`config.mk`:
```
export PLATFORM = sky130hd
export DESIGN_NAME = bram_capture_ctrl
export DESIGN_NICKNAME = d
export VERILOG_FILES = /design/src/rtl/bram_capture_pkg.sv /design/src/rtl/bram_capture_ctrl_skid.sv /design/src/rtl/bram_capture_ctrl.sv
export SDC_FILE = /design/constraint.sdc
export NUM_CORES = 1
export LEC_CHECK = 0
export CORE_UTILIZATION = 51
export CTS_BUF_LIST = sky130_fd_sc_hd__clkbuf_8 sky130_fd_sc_hd__clkbuf_16
export CTS_CLUSTER_SIZE = 20
export DETAILED_ROUTE_END_ITERATION = 16
export PLACE_DENSITY = 0.77
export SLEW_MARGIN = 20
export SYNTH_ARGS = -nofsm -noshare
export SYNTH_HDL_FRONTEND = slang
export SYNTH_SLANG_ARGS = --single-unit
```
`constraint.sdc`:
```
create_clock -name clk -period 13.1 [get_ports clk]
set_input_delay 3.275 -clock clk [delete_from_list [all_inputs] [get_ports clk]]
set_output_delay 3.275 -clock clk [all_outputs]
set_load 0.02 [all_outputs]
```
`src/rtl/bram_capture_pkg.sv`:
```
// -----------------------------------------------------------------------------
// bram_capture_pkg
// Shared types and helpers for the BRAM capture controller.
//   state_e     : controller states (idle, capturing, dumping)
//   WRAP_CNT_W  : width of the overwritten-word counter
//   ptr_sub     : modular pointer subtraction, (a - b) mod 2**aw
// -----------------------------------------------------------------------------
package bram_capture_pkg;

   typedef enum logic [1:0] {
      ST_IDLE    = 2'd0,
      ST_CAPTURE = 2'd1,
      ST_DUMP    = 2'd2
   } state_e;

   localparam int WRAP_CNT_W = 16;

   // Pointer arithmetic for a power-of-two ring; caller truncates to its own
   // pointer width.
   function automatic logic [31:0] ptr_sub(input logic [31:0] a,
                                           input logic [31:0] b,
                                           input int          aw);
      logic [31:0] mask;
      mask = (32'd1 << aw) - 32'd1;
      return (a - b) & mask;
   endfunction

endpackage

```
`src/rtl/bram_capture_ctrl_skid.sv`:
```
// -----------------------------------------------------------------------------
// capture_skid_buf
// Two-entry valid/ready buffer between the BRAM read return and the dump
// stream. Each entry carries a data word and a last flag.
// Ports:
//   clk, rst          : clock, asynchronous active-high reset
//   push_i            : write one entry (caller guarantees space)
//   push_data_i/_last : entry contents
//   out_valid_o       : buffer non-empty
//   out_ready_i       : downstream accept; pop on out_valid_o && out_ready_i
//   out_data_o/_last_o: head entry (zero when empty)
//   occ_o             : current occupancy, 0..2
// -----------------------------------------------------------------------------
module capture_skid_buf #(
   parameter int DATA_WIDTH = 16
) (
   input  logic                  clk,
   input  logic                  rst,
   input  logic                  push_i,
   input  logic [DATA_WIDTH-1:0] push_data_i,
   input  logic                  push_last_i,
   output logic                  out_valid_o,
   input  logic                  out_ready_i,
   output logic [DATA_WIDTH-1:0] out_data_o,
   output logic                  out_last_o,
   output logic [1:0]            occ_o
);

   logic [DATA_WIDTH-1:0] data0_q, data0_d, data1_q, data1_d;
   logic                  last0_q, last0_d, last1_q, last1_d;
   logic [1:0]            occ_q, occ_d;
   logic                  pop;

   assign out_valid_o = (occ_q != 2'd0);
   assign out_data_o  = out_valid_o ? data0_q : '0;
   assign out_last_o  = out_valid_o & last0_q;
   assign occ_o       = occ_q;
   assign pop         = out_valid_o & out_ready_i;

   // Entry 0 is always the head; entry 1 shifts down on a pop.
   always_comb begin
      data0_d = data0_q;
      data1_d = data1_q;
      last0_d = last0_q;
      last1_d = last1_q;
      occ_d   = occ_q;
      case ({push_i, pop})
         2'b10: begin
            if (occ_q == 2'd0) begin
               data0_d = push_data_i;
               last0_d = push_last_i;
               occ_d   = 2'd1;
            end else begin
               data1_d = push_data_i;
               last1_d = push_last_i;
               occ_d   = 2'd2;
            end
         end
         2'b01: begin
            data0_d = data1_q;
            last0_d = last1_q;
            occ_d   = occ_q - 2'd1;
         end
         2'b11: begin
            if (occ_q == 2'd1) begin
               data0_d = push_data_i;
               last0_d = push_last_i;
            end else begin
               data0_d = data1_q;
               last0_d = last1_q;
               data1_d = push_data_i;
               last1_d = push_last_i;
            end
         end
         default: ;
      endcase
   end

   always_ff @(posedge clk or posedge rst) begin
      if (rst) begin
         data0_q <= '0;
         data1_q <= '0;
         last0_q <= 1'b0;
         last1_q <= 1'b0;
         occ_q   <= 2'd0;
      end else begin
         data0_q <= data0_d;
         data1_q <= data1_d;
         last0_q <= last0_d;
         last1_q <= last1_d;
         occ_q   <= occ_d;
      end
   end

endmodule

```
`src/rtl/bram_capture_ctrl.sv`:
```
// -----------------------------------------------------------------------------
// bram_capture_ctrl
// Captures a free-running sample stream into a single-port BRAM used as a
// circular buffer, then on stop dumps the captured window oldest-first on a
// valid/ready stream.
// Optional feature macro: BRAM_CAPTURE_WRAP_CNT_EN (overwritten-word counter;
// when undefined wrap_count is tied to zero).
// Ports:
//   clk, rst            : clock, asynchronous active-high reset
//   start / stop        : capture control pulses
//   in_valid / in_data  : sample stream (no backpressure)
//   out_valid/out_ready/out_data/out_last : dump stream
//   busy, done          : status (done is a one-cycle pulse)
//   wrap_count          : number of samples written over older data
//   mem_*               : BRAM master interface, one-cycle read latency
// -----------------------------------------------------------------------------
module bram_capture_ctrl
   import bram_capture_pkg::*;
#(
   parameter int ADDR_WIDTH = 10,
   parameter int DATA_WIDTH = 16
) (
   input  logic                  clk,
   input  logic                  rst,
   input  logic                  start,
   input  logic                  stop,
   input  logic                  in_valid,
   input  logic [DATA_WIDTH-1:0] in_data,
   output logic                  out_valid,
   input  logic                  out_ready,
   output logic [DATA_WIDTH-1:0] out_data,
   output logic                  out_last,
   output logic                  busy,
   output logic                  done,
   output logic [WRAP_CNT_W-1:0] wrap_count,
   output logic                  mem_write_en,
   output logic                  mem_read_en,
   output logic [ADDR_WIDTH-1:0] mem_addr,
   output logic [DATA_WIDTH-1:0] mem_write_data,
   input  logic [DATA_WIDTH-1:0] mem_read_data,
   input  logic                  mem_valid
);

   localparam int CNT_W = ADDR_WIDTH + 1;
   localparam logic [CNT_W-1:0]      DEPTH   = {1'b1, {ADDR_WIDTH{1'b0}}};
   localparam logic [CNT_W-1:0]      CNT_ONE = {{ADDR_WIDTH{1'b0}}, 1'b1};
   localparam logic [ADDR_WIDTH-1:0] PTR_ONE = {{(ADDR_WIDTH-1){1'b0}}, 1'b1};

   state_e                state_q, state_d;
   logic [ADDR_WIDTH-1:0] wr_ptr_q, wr_ptr_d;
   logic [ADDR_WIDTH-1:0] rd_ptr_q, rd_ptr_d;
   logic [CNT_W-1:0]      count_q, count_d;
   logic [CNT_W-1:0]      issued_q, issued_d;
   logic                  infl_q, infl_d;
   logic                  infl_last_q, infl_last_d;
   logic                  done_q, done_d;

   logic [1:0]            skid_occ;
   logic                  pop;
   logic                  push;
   logic                  read_room;

   assign pop  = out_valid & out_ready;
   // A return is only trusted if this controller issued the read; a stale
   // valid after reset is dropped here.
   assign push = mem_valid & infl_q;

   // Count the slot freed by this cycle's pop so a steady ready stream sees
   // one word per cycle while the buffer can still never overflow.
   assign read_room = (({1'b0, skid_occ} - {2'b00, pop} + {2'b00, infl_q}) < 3'd2);

   assign busy = (state_q != ST_IDLE);
   assign done = done_q;

   always_comb begin
      state_d        = state_q;
      wr_ptr_d       = wr_ptr_q;
      rd_ptr_d       = rd_ptr_q;
      count_d        = count_q;
      issued_d       = issued_q;
      infl_d         = 1'b0;
      infl_last_d    = 1'b0;
      done_d         = 1'b0;
      mem_write_en   = 1'b0;
      mem_read_en    = 1'b0;
      mem_addr       = '0;
      mem_write_data = '0;

      case (state_q)
         ST_IDLE: begin
            // A sample arriving with start is deliberately not written.
            if (start) begin
               state_d  = ST_CAPTURE;
               wr_ptr_d = '0;
               rd_ptr_d = '0;
               count_d  = '0;
               issued_d = '0;
            end
         end

         ST_CAPTURE: begin
            if (in_valid) begin
               mem_write_en   = 1'b1;
               mem_addr       = wr_ptr_q;
               mem_write_data = in_data;
               wr_ptr_d       = wr_ptr_q + PTR_ONE;
               if (count_q != DEPTH) begin
                  count_d = count_q + CNT_ONE;
               end
            end
            if (stop) begin
               // Uses the post-write pointer/count so a sample coinciding
               // with stop is part of the dump.
               if (count_d == '0) begin
                  state_d = ST_IDLE;
                  done_d  = 1'b1;
               end else begin
                  state_d  = ST_DUMP;
                  rd_ptr_d = ADDR_WIDTH'(ptr_sub(32'(wr_ptr_d), 32'(count_d), ADDR_WIDTH));
                  issued_d = '0;
               end
            end
         end

         ST_DUMP: begin
            if ((issued_q < count_q) && read_room) begin
               mem_read_en = 1'b1;
               mem_addr    = rd_ptr_q;
               rd_ptr_d    = rd_ptr_q + PTR_ONE;
               issued_d    = issued_q + CNT_ONE;
               infl_d      = 1'b1;
               infl_last_d = (issued_q == (count_q - CNT_ONE));
            end
            if (pop && out_last) begin
               state_d = ST_IDLE;
               done_d  = 1'b1;
            end
         end

         default: state_d = ST_IDLE;
      endcase
   end

   always_ff @(posedge clk or posedge rst) begin
      if (rst) begin
         state_q     <= ST_IDLE;
         wr_ptr_q    <= '0;
         rd_ptr_q    <= '0;
         count_q     <= '0;
         issued_q    <= '0;
         infl_q      <= 1'b0;
         infl_last_q <= 1'b0;
         done_q      <= 1'b0;
      end else begin
         state_q     <= state_d;
         wr_ptr_q    <= wr_ptr_d;
         rd_ptr_q    <= rd_ptr_d;
         count_q     <= count_d;
         issued_q    <= issued_d;
         infl_q      <= infl_d;
         infl_last_q <= infl_last_d;
         done_q      <= done_d;
      end
   end

   capture_skid_buf #(
      .DATA_WIDTH(DATA_WIDTH)
   ) u_skid (
      .clk         (clk),
      .rst         (rst),
      .push_i      (push),
      .push_data_i (mem_read_data),
      .push_last_i (infl_last_q),
      .out_valid_o (out_valid),
      .out_ready_i (out_ready),
      .out_data_o  (out_data),
      .out_last_o  (out_last),
      .occ_o       (skid_occ)
   );

`ifdef BRAM_CAPTURE_WRAP_CNT_EN
   logic [WRAP_CNT_W-1:0] wrap_q, wrap_d;

   always_comb begin
      wrap_d = wrap_q;
      if ((state_q == ST_IDLE) && start) begin
         wrap_d = '0;
      end else if ((state_q == ST_CAPTURE) && in_valid && (count_q == DEPTH)
                   && (wrap_q != {WRAP_CNT_W{1'b1}})) begin
         wrap_d = wrap_q + {{(WRAP_CNT_W-1){1'b0}}, 1'b1};
      end
   end

   always_ff @(posedge clk or posedge rst) begin
      if (rst) begin
         wrap_q <= '0;
      end else begin
         wrap_q <= wrap_d;
      end
   end

   assign wrap_count = wrap_q;
`else
   assign wrap_count = '0;
`endif

endmodule

```
# Word-level counts from Yosys, hierarchy flattened

Cells that the tools add are included.

Memories kept: 0
Bits of input ports: 39
Memory bits (read-only): 0
Output and inout port bits: 64
Logic and storage cells: 112
RAM bits: 0
Register bits after elaboration: 83
Latch bits: 0

Shifts and indexed selects: 0
Multiply operators: 0
Order comparisons: 2
Add/subtract/negate cells: 9
Multiplexer cells: 52
Bitwise logic cells: 3
Div/mod/pow operators: 0
Eq/ne operators: 16
Reduce and logical (&&, ||, !) cells: 17

Operators by type and width:

| cell                                                                   | number |
|---|---|
| 16-bit two-way mux                                                     | 7 |
| 10-bit two-way mux                                                     | 8 |
| 11-bit two-way mux                                                     | 7 |
| 16-bit case mux with 3 select lines                                    | 1 |
| 10-bit case mux with 2 select lines                                    | 2 |
| 11-bit case mux with 3 select lines                                    | 1 |
| 16-bit case mux with 2 select lines                                    | 1 |
| 10-bit case mux with 3 select lines                                    | 1 |
| 11-bit by 1-bit adder with 11-bit output (second input constant)       | 2 |
| 11-bit case mux with 2 select lines                                    | 1 |
| 10-bit by 1-bit adder with 10-bit output (second input constant)       | 2 |
| 2-bit inequality test (second input constant)                          | 7 |
| 1-bit two-way mux                                                      | 13 |
| 11-bit equality test                                                   | 1 |
| 11-bit logical NOT                                                     | 1 |
| 11-bit < comparator                                                    | 1 |
| 11-bit inequality test (second input constant)                         | 1 |
| 11-bit by 1-bit subtractor with 11-bit output (second input constant)  | 1 |
| 2-bit two-way mux                                                      | 5 |
| 2-bit nonzero test                                                     | 5 |
| 10-bit subtractor                                                      | 1 |
| 2-bit by 1-bit equality test with 1-bit output (second input constant) | 3 |
| 2-bit equality test (second input constant)                            | 3 |
| 2-bit case mux with 3 select lines                                     | 1 |
| other kinds (15)                                                       | 23 |

# Longest topological paths before layout

Depth in word-level cells: 8
Mapped depth: 16
Depth with buffers taken out: 15

# By module

From an unflattened synthesis, not the netlist that was laid out.

Cell total of the unflattened synthesis: 718
Area total of the unflattened synthesis: 6177.2 µm²

Modules (own cells, without submodules):

| module            | seq. area each (µm²) | cells each | area each (µm²) | times used |
|---|---|---|---|---|
| bram_capture_ctrl | 1176.1               | 541        | 4314.1          | 1 |
| capture_skid_buf  | 900.9                | 177        | 1863.0          | 1 |

# Worst setup path before layout

OpenSTA, ideal clock, no wires.

Kind: in2out
Start point: in out_ready
End point: out mem_addr[1]
Arrival: 6.356 ns
Slack: 3.469 ns
Data required time: 9.825 ns
Path buffers: 2
Cell stages on the path: 13
Cells stage by stage: nor2b_1 clkbuf_1 ha_1 nand2b_1 fa_1 xor2_1 a2111oi_0 o2111ai_1 o21ai_0 and2_1 clkbuf_1 nand2_1 a21oi_1

Longest elaborated chain between the ends: 7

Ends and longest elaborated chain:

| element                                       | line                     | RTL |
|---|---|---|
| start, declared                               | bram_capture_ctrl.sv:30  | `input logic out_ready,` |
| 1-bit bitwise AND                             | bram_capture_ctrl.sv:63  | `assign pop = out_valid & out_ready;` |
| 2-bit by 1-bit subtractor with 3-bit output   | bram_capture_ctrl.sv:70  | `assign read_room = (({1'b0, skid_occ} - {2'b00, pop} + {2'b00, infl_q}) < 3'd2);` |
| 3-bit by 1-bit adder with 3-bit output        | bram_capture_ctrl.sv:70  |  |
| 3-bit by 2-bit < comparator with 1-bit output | bram_capture_ctrl.sv:70  |  |
| 1-bit logical AND                             | bram_capture_ctrl.sv:126 | `if ((issued_q < count_q) && read_room) begin` |
| 10-bit two-way mux                            | bram_capture_ctrl.sv:126 |  |
| 10-bit case mux with 2 select lines           | bram_capture_ctrl.sv:89  | `case (state_q)` |
| end, declared                                 | bram_capture_ctrl.sv:38  | `output logic [ADDR_WIDTH-1:0] mem_addr,` |

Every way passes these cells.

# Worst setup path after layout

Start point: in out_ready
End point: out mem_addr[3]

Same word-level chain as after synthesis.

==> summary.txt <==
Synth
  – Ys async rst share: 100.0%
  – Post-Syn Area per Cell: just under 9 um^2
  – Top cells by area, synth: dfrtp_1 34%, ha_1 7.7%, nand2_1 4.8%, o21ai_0 4.5%, xnor2_1 3.8%
  – Post-Synthesis Cells: roughly 700
  – Largest area contributor in the netlist: dfrtp_1
  – Seq/Total Area, Yosys: approximately a third
  – Distinct cells, synth: between 60 and 70
  – Post-synth top flop: dfrtp_1
  – Synth top area share: 34.39%
  – Post-synth EDFFs: 0
  – Count of warnings emitted by yosys: 0
  – Synthesized flop and latch total: between 80 and 90
  – Syn Std Cell Area: approximately 6000 um^2

Place
  – Placed Cells: 888
  – Port Buf Inserts: 86
  – RD Place Congestion: between 0.9 and 1
  – HPWL after detailed placement: approximately 11000 um
  – DP Area: a little under 7000 um^2

Setup path
  – Crit Path Class: in -> out
  – Critical Path Start: out_ready
  – Worst path depth: 13
  – RR Endpoint: issued_q[4]
  – Worst setup path end: mem_addr[3]
  – CP Cell Sequence: clkdlybuf4s50_1 -> nor2b_1 -> ha_1 -> nand2b_1 -> fa_1 -> xor2_1 -> a2111oi_0 -> o2111ai_1 -> o21ai_0 -> and2_1 -> nand2_1 -> a21oi_1 -> clkdlybuf4s50_1
  – CP required: ~9.8 ns
  – R2R Path Start: u_skid.occ_o[1]
  – Crit path DAT: 7.74 ns
  – Delay-heaviest family, CP: simple AND/OR/NAND/NOR gates
  – CP peak stage delay: between 0.6 and 0.7 ns
  – Critical path fanouts, max: 13
  – R2R cell count: 13
  – CP endpoint kind: primary output
  – Most frequent CP cell: clkdlybuf4s50_1
  – CP max-delay cell: clkdlybuf4s50_1
  – Startpoint Class: input port
  – Reg2reg setup slack: 8.24 ns
  – Buf/Inv on CP: 2

CTS
  – Worst-case clock buffer depth: 2
  – Num CTS Buffers: 9
  – CTS tree: built
  – CTS Sinks: 83
  – Number of H-tree levels: 3
  – Post-cts hold buffer count: 0
  – Post-CTS setup buffer count: 0
  – Clk_lat worst skew: between 0.3 and 0.4 ns
  – Root Driver: clkbuf_16
  – Reg clk slew, reported paths: roughly 0.06 ns
  – Resized cells post-CTS: 0

Floorplan
  – Initial core utilization: a little over half
  – Die height: roughly 110 um
  – Die ar.: between 10000 and 15000 um^2
  – Die X-Extent: roughly 110 um
  – FP Rows: 39
  – Boundary Pins: 103
  – Core Box Area: approximately 11000 um^2

Power and ir drop
  – Power Dens Cells: roughly 190 nW/um^2
  – Static Leak: slightly above 0.003 uW
  – Power consumption: between 1000 and 1500 uW
  – VDD IR max: approximately 0.13 mV

Global routing
  – Largest net degree at the start of global routing: between 60 and 70
  – First-pass GRT wire length: between 20000 and 30000 um
  – Global-route congestion overflow total: 0
  – Initial antenna violation count: 0
  – Vias in the first global route: between 5000 and 6000
  – GRT Resource Usage Total: 26.23%

Layout
  – Area occupied by multi-input gates: 3573 um^2
  – Syn-to-layout area delta: 18.29%
  – Layout cells sized above 1: 8.016%
  – Design Area, Final: 7144 um^2
  – Filler Cells Inserted: ~980
  – Inserted Diodes: 0
  – Post-layout net count: roughly 830
  – Non-Filler Instances: between 900 and 1000
  – Util after Layout: between 60% and 70%
  – Register Area: just over 2000 um^2

Job
  – MaxCap Viol Count: 0

Routing
  – Antenna-violating nets left: 0
  – DRT iter0 DRCs: 419
  – Via count: 5495
  – DRC viols: 0
  – Routed len/inst: 17.47 um
  – Drt first pass iters: 5
  – Via-to-Cell Ratio: 6.079
  – WL final: between 15000 and 20000 um

Timing
  – Period utilization: roughly 84%
  – Layout Skew: 0.007834 ns
  – Worst-Margin Slew: 0.9856 ns
  – Setup total negative slack: 0 ns
  – Final Hold Viols: 0
  – RSZ-0062 raised after global routing: false
  – Final setup vio count: 0
  – Tmin final: between 10 and 15 ns
  – Final Slew Violations: 0
  – Max_slew headroom: roughly a third
  – Fmax: roughly 90 MHz

Status
  – Run status: finished clean

Hold path
  – Hold WC Path Type: reg -> reg
metrics by stage:
stage | hold WS, ns | setup WS (ns)
6_report | 0.4727 | 2.087
5_1_grt | 0.4964 | 1.702
4_1_cts | 0.4772 | 2.077
3_5_place_dp | 0.4624 | 2.087
3_3_place_gp | 0.4538 | 2.423
2_1_floorplan | 0.4422 | 3.469
layout make-up:
| type | instances | area share [%] |
|---|---|---|
| clock buffer | 9 | 3.152 |
| timing repair buffer | 89 | 12.36 |
| tap | 143 | 2.504 |
| multi-input combinational | 532 | 50.02 |
| clock inverter | 7 | 0.7180 |
| sequential | 83 | 29.07 |
| inverter | 41 | 2.172 |
worst min-delay path, stage by stage (launching register included):
cell and delay, ns:
dfrtp_1 0.34, nand2_1 0.04, o21ai_0 0.06
power breakdown:
group	total (uW)	internal, uW	switching, uW
clock	244	131	114
sequential	384	324	60.1
combinational	713	286	428
flip-flops by register name, indices dropped and copies added, names as in the netlist:
name            count
rd_ptr_q           10
u_skid.data0_q     16
count_q            11
done                1
wr_ptr_q           10
issued_q           11
u_skid.occ_o        2
u_skid.last1_q      1
u_skid.data1_q     16
u_skid.last0_q      1
infl_last_q         1
infl_q              1
state_q             2
worst min-delay path by stage:
stage,startpoint,cells past startpoint,endpoint,slack [ns]
finish,u_skid.data0_q[8],2,u_skid.data0_q[8],0.47
global route,u_skid.data0_q[8],2,u_skid.data0_q[8],0.50
CTS,u_skid.data0_q[8],2,u_skid.data0_q[8],0.48
detailed placement,u_skid.data0_q[8],2,u_skid.data0_q[8],0.46
global placement,u_skid.data0_q[1],2,u_skid.data0_q[1],0.45
floorplan,u_skid.data0_q[0],2,u_skid.data0_q[0],0.44
cells by family after synthesis:
family | count (synthesis) | synth area share [%]
simple gates | 239 | 20.16
compound gates | 176 | 19.35
buf+inv | 97 | 7.665
flops | 83 | 34.39
xor+xnor | 41 | 6.194
fa+ha+maj | 39 | 8.328
mux | 21 | 3.853
other cells | 1 | 0.06209
cell usage after synthesis (4+ instances only):
master    number
inv_1         40
and3_1        19
a22o_1         4
or2_2          4
buf_6          4
xor2_1        14
nand2b_1       5
o21ai_0       54
ha_1          37
nand4_1        9
nor2_1        35
nor2b_1       21
or3_1          6
xnor2_1       26
buf_4         16
o31a_1         8
o31ai_1       13
nor4_1         9
buf_2          7
and2_1         5
a31oi_1        8
mux2_2        18
nand3_1       20
nand2_1       78
nor3_1        15
a21o_1         5
a22oi_1       20
clkbuf_1      29
dfrtp_1       83
a21oi_1       30
layout by cell type (no fill, tap or decap), types with 6 or more instances in the layout:
master / n
o31a_1: 8
xnor2_1: 26
a21oi_1: 29
xor2_1: 14
clkdlybuf4s50_1: 86
or3_1: 6
clkbuf_16: 9
ha_1: 37
nand4_1: 9
a31oi_1: 8
nor3_1: 15
nor2_1: 34
o31ai_1: 13
inv_1: 40
nand2_1: 78
conb_1: 16
dfrtp_1: 83
a22oi_1: 20
nor2b_1: 21
and3_1: 19
nor4_1: 9
nand3_1: 20
o21ai_0: 53
mux2_2: 18
layer usage:
metal	global-route usage, %	wire (um)
met1	33.82	6688
met2	44.60	7794
met3	4.155	893
met4	9.244	412
met5	0	0
Note: power is estimated with default switching activity, not from simulation.
